==> src/rtl/pipe_pkg.sv <==
// rtl/pipe_pkg.sv - shared pipeline types and constants
package pipe_pkg;

    typedef enum logic [1:0] {
        ST_EMPTY = 2'd0,
        ST_BUSY  = 2'd1,
        ST_FULL  = 2'd2
    } skid_state_t;

    localparam logic [31:0] RV_NOP = 32'h0000_0013;

endpackage

==> src/rtl/pipe_skid_stage.sv <==
// rtl/pipe_skid_stage.sv - valid/ready pipeline stage with one-entry skid buffer and flush
module pipe_skid_stage
    import pipe_pkg::*;
#(
    parameter int          WIDTH      = 32,
    parameter logic [31:0] BUBBLE_VAL = RV_NOP
) (
    input  logic             clk,
    input  logic             reset_stages,
    input  logic             flush,
    input  logic             in_valid,
    input  logic [WIDTH-1:0] in_data,
    output logic             in_ready,
    output logic             out_valid,
    output logic [WIDTH-1:0] out_data,
    input  logic             out_ready,
    output logic [1:0]       occupancy
);

    localparam logic [WIDTH-1:0] BUBBLE = WIDTH'(BUBBLE_VAL);

    skid_state_t      state_q, state_d;
    logic [WIDTH-1:0] main_q, main_d;
    logic [WIDTH-1:0] skid_q, skid_d;
    logic             in_ready_q, in_ready_d;
    logic             out_valid_q, out_valid_d;
    logic [1:0]       occ_q, occ_d;
    logic             in_fire, out_fire;

    // Handshake flags come straight from registers, so in_ready never sees out_ready.
    assign in_fire  = in_valid & in_ready_q;
    assign out_fire = out_valid_q & out_ready;

    always_comb begin
        state_d = state_q;
        main_d  = main_q;
        skid_d  = skid_q;
        if (flush) begin
            state_d = ST_EMPTY;
            main_d  = BUBBLE;
            skid_d  = BUBBLE;
        end else begin
            case (state_q)
                ST_EMPTY: begin
                    if (in_fire) begin
                        main_d  = in_data;
                        state_d = ST_BUSY;
                    end
                end
                ST_BUSY: begin
                    if (in_fire && out_fire) begin
                        main_d = in_data;
                    end else if (in_fire) begin
                        skid_d  = in_data;
                        state_d = ST_FULL;
                    end else if (out_fire) begin
                        main_d  = BUBBLE;
                        state_d = ST_EMPTY;
                    end
                end
                ST_FULL: begin
                    if (out_fire) begin
                        main_d  = skid_q;
                        skid_d  = BUBBLE;
                        state_d = ST_BUSY;
                    end
                end
                default: begin
                    state_d = ST_EMPTY;
                    main_d  = BUBBLE;
                    skid_d  = BUBBLE;
                end
            endcase
        end
    end

    always_comb begin
        out_valid_d = 1'b0;
        in_ready_d  = 1'b1;
        occ_d       = 2'd0;
        case (state_d)
            ST_BUSY: begin
                out_valid_d = 1'b1;
                occ_d       = 2'd1;
            end
            ST_FULL: begin
                out_valid_d = 1'b1;
                in_ready_d  = 1'b0;
                occ_d       = 2'd2;
            end
            default: begin
                out_valid_d = 1'b0;
                in_ready_d  = 1'b1;
                occ_d       = 2'd0;
            end
        endcase
    end

    always_ff @(posedge clk) begin
        if (reset_stages) begin
            state_q     <= ST_EMPTY;
            main_q      <= BUBBLE;
            skid_q      <= BUBBLE;
            out_valid_q <= 1'b0;
            in_ready_q  <= 1'b1;
            occ_q       <= 2'd0;
        end else begin
            state_q     <= state_d;
            main_q      <= main_d;
            skid_q      <= skid_d;
            out_valid_q <= out_valid_d;
            in_ready_q  <= in_ready_d;
            occ_q       <= occ_d;
        end
    end

    // main is reloaded with the bubble whenever the stage empties, so it can drive out_data directly.
    assign out_data  = main_q;
    assign out_valid = out_valid_q;
    assign in_ready  = in_ready_q;
    assign occupancy = occ_q;

endmodule

==> config.mk <==
export PLATFORM = sky130hd
export DESIGN_NAME = pipe_skid_stage
export DESIGN_NICKNAME = d
export VERILOG_FILES = /design/src/rtl/pipe_pkg.sv /design/src/rtl/pipe_skid_stage.sv
export SDC_FILE = /design/constraint.sdc
export NUM_CORES = 1
export LEC_CHECK = 0
export ABC_AREA = 1
export BUFFER_PORTS_ARGS = -buffer_cell sky130_fd_sc_hd__buf_2
export CORE_AREA = 2 2 101 103
export CTS_CLUSTER_DIAMETER = 80
export DETAILED_ROUTE_END_ITERATION = 7
export DIE_AREA = 0 0 103 105
export GPL_ROUTABILITY_DRIVEN = 0
export GPL_TIMING_DRIVEN = 0
export PLACE_DENSITY = 0.67
export REMOVE_ABC_BUFFERS = 1
export SLEW_MARGIN = 5
export SYNTH_ARGS = -nofsm -noshare
export SYNTH_HDL_FRONTEND = slang
export SYNTH_SLANG_ARGS = --single-unit
==> constraint.sdc <==
create_clock -name clk -period 1.78 [get_ports clk]
set_input_delay 0.178 -clock clk [delete_from_list [all_inputs] [get_ports clk]]
set_output_delay 0.178 -clock clk [all_outputs]
set_load 0.005 [all_outputs]
==> results.sh <==
export IMPL_grt_usage=0.199
export IMPL_fp_dieW_um=103
export IMPL_p_clk_frac=0.361
export IMPL_core_sq_mm=0.00964
export IMPL_reg2reg_setup_slack_ns=0.08
export IMPL_placed_cells=825
export IMPL_cp_end_kind="register"
export IMPL_hp_class="input pin to register"
export IMPL_synth_seq_cells=70
export IMPL_tightest_slew_ns=0.818
export IMPL_die_area_sq_mm=0.0108
export IMPL_finalMaxSlewViolations=0
export IMPL_switching_power_mw=1.03
export IMPL_p_int_mw=2.55
export IMPL_grt_first_pass_wirelength_um=16800
export IMPL_port_buffers=72
export IMPL_finalHoldViolations=0
export IMPL_cp_max_fo=15
export IMPL_synth_cell_type_count=20
export IMPL_nets=751
export IMPL_post_dp_hpwl_um=5530
export IMPL_synth_cell_area_sq_mm=0.00380
export IMPL_post_place_ws_ns=-1.72
export IMPL_arrival_ns=1.94
export IMPL_syn_inst=652
export IMPL_slew_headroom=0.454
export IMPL_antenna_left=0
export IMPL_synth_area_per_cell_sq_um=5.83
export IMPL_p_per_area_mw_per_mm2=787
export IMPL_start_util=0.395
export IMPL_vias=3821
export IMPL_min_period_ns=1.70
export IMPL_ios=73
export IMPL_cts_made_buffers=9
export IMPL_insertion_delay_ns=0.35
export IMPL_vias_per_cell=4.51
export IMPL_drt_total_wl_um=10400
export IMPL_grt_overflow=0
export IMPL_cts_sinks=70
export IMPL_clock_path_buffers=2
export IMPL_worstSetupStartpoint="in_ready"
export IMPL_final_common_cell="nand2_1"
export IMPL_reg2reg_from="in_ready"
export IMPL_rsz0062_at_grt="true"
export IMPL_cap_violations=0
export IMPL_worstRegToRegCells=5
export IMPL_wl_per_cell_um=12.3
export IMPL_diodes=0
export IMPL_final_cell_mix="206 x nand2_1, 155 x nor2_1, 99 x inv_1"
export IMPL_ir_worst_vdd_v=0.000383
export IMPL_setup_viol=0
export IMPL_clockRootBuffer="clkbuf_8"
export IMPL_cts_tree="yes"
export IMPL_final_cells=847
export IMPL_clkTransAtPathRegs_ns=0.07
export IMPL_synth_warnings=0
export IMPL_synth_top_cell_area_share=0.368
export IMPL_power_share_combinational=0.175
export IMPL_finalClockSkew_ns=0.00796
export IMPL_synth_area_top_cells="dfxtp_1 37%, nand2_1 20%, nor2_1 15%"
export IMPL_hold_ws_ns=0.0735
export IMPL_final_setup_worst_slack_ns=0.0817
export IMPL_die_y_um=105
export IMPL_drive_above_1_share=0.151
export IMPL_pwr_share_seq=0.463
export IMPL_static_leakage_power_nw=2.46
export IMPL_sw_frac_of_total=0.288
export IMPL_grt_max_degree=35
export IMPL_antenna_found_initial=0
export IMPL_rr_endpoint="out_data[9]"
export IMPL_drc=0
export IMPL_fmax_mhz=589
export IMPL_syn_to_final_growth_pct=19.7
export IMPL_dr_pass1_iters=4
export IMPL_synth_top_area_cell="dfxtp_1"
export IMPL_grt_pass1_vias=3561
export IMPL_ys_seq_area_frac=0.368
export IMPL_crit_path_end="out_data[9]"
export IMPL_final_core_util=0.472
export IMPL_cp_required_ns=2.03
export IMPL_h_tree_depth=3
export IMPL_startpoint_type="register"
export IMPL_tns_ns=0
export IMPL_drt_iter0_markers=124
export IMPL_path_class="register to register"
export IMPL_post_route_period_util=0.954
export IMPL_std_cell_rows=36
export IMPL_cts_hold_buffers=0
export IMPL_status="completed"
==> flip-flops by register name, indices dropped and copies added (netlist names) <==
| register | cells |
|---|---|
| in_ready | 1 |
| state_q | 2 |
| occupancy | 2 |
| skid_q | 32 |
| out_data | 32 |
| out_valid | 1 |
==> worst max-delay path, cell delays in order (launching register included) <==
cell     delay (ns)
dfxtp_1        0.33
nand2_1        0.17
nand2_1        0.60
nand2_8        0.24
nor2_1         0.18
nor2_1         0.06
==> cell type report <==
cell class / instances / area, sq um
well taps: 133 / 166
clock inverters: 1 / 30.0
repair buffers: 77 / 433
multi-input cells: 451 / 1960
flip-flops and latches: 70 / 1410
clock buffers: 13 / 159
inverters: 102 / 395
fillers: 1034 / 5090
==> power by group through the flow <==
stage	sequential (mW)	combinational (mW)	clock, mW
finish	1.66	0.628	1.29
global route	1.67	0.721	1.39
CTS	1.66	0.628	1.32
detailed placement	1.69	0.561	0
global placement	1.69	0.542	0
floorplan	1.70	0.357	0
==> cell families (layout without fill, tap and decap cells) <==
logic type,count (synthesis),in the layout,synth area share
and+or+nand+nor,410,415,0.425
AOI/OAI and AO/OA,33,33,0.0454
buffers and inverters,136,193,0.152
adders and majority gates,3,3,0.00987
DFF,70,70,0.368
==> layer usage <==
metal | vias up | part of all wire | track usage
met5 | - | 0 | 0
met4 | 0 | 0.019 | 0.0677
met3 | 18 | 0.064 | 0.0515
met2 | 107 | 0.48 | 0.337
met1 | 1654 | 0.44 | 0.240
li1 | 2042 | - | -
==> Yosys cell counts (all sizes together) <==
cell type	n
nand3b	1
o211ai	3
nor3	1
nor2	158
o21ai	30
buf	20
nand3	39
nand2	211
ha	3
dfxtp	70
clkbuf	14
inv	102
==> repair_timing <==
| item | in CTS | in global routing |
|---|---|---|
| pin swaps | 3 | 1 |
| buffers inserted | 3 | 0 |
| cloned | 4 | 1 |
| resized for setup | 14 | 5 |
| endpoints found under the setup margin | 70 | 51 |
==> stage by stage <==
| step | cell area (sq um) | power (mW) |
|---|---|---|
| final | 4550 | 3.58 |
| after global routing | 4550 | 3.77 |
| after CTS | 4530 | 3.61 |
| after detailed placement | 4190 | 2.26 |
| after global placement | 4140 | 2.23 |
| after floorplan | 3610 | 2.05 |
==> worst min path at each step <==
stage,endpoint,depth (start not counted),start
5_1_grt,state_q[1],2,flush
4_1_cts,state_q[1],2,flush
6_report,state_q[1],2,flush
3_3_place_gp,state_q[1],2,flush
3_5_place_dp,state_q[1],2,flush
2_1_floorplan,out_valid,1,reset_stages
(Power assumes the default switching activity.)
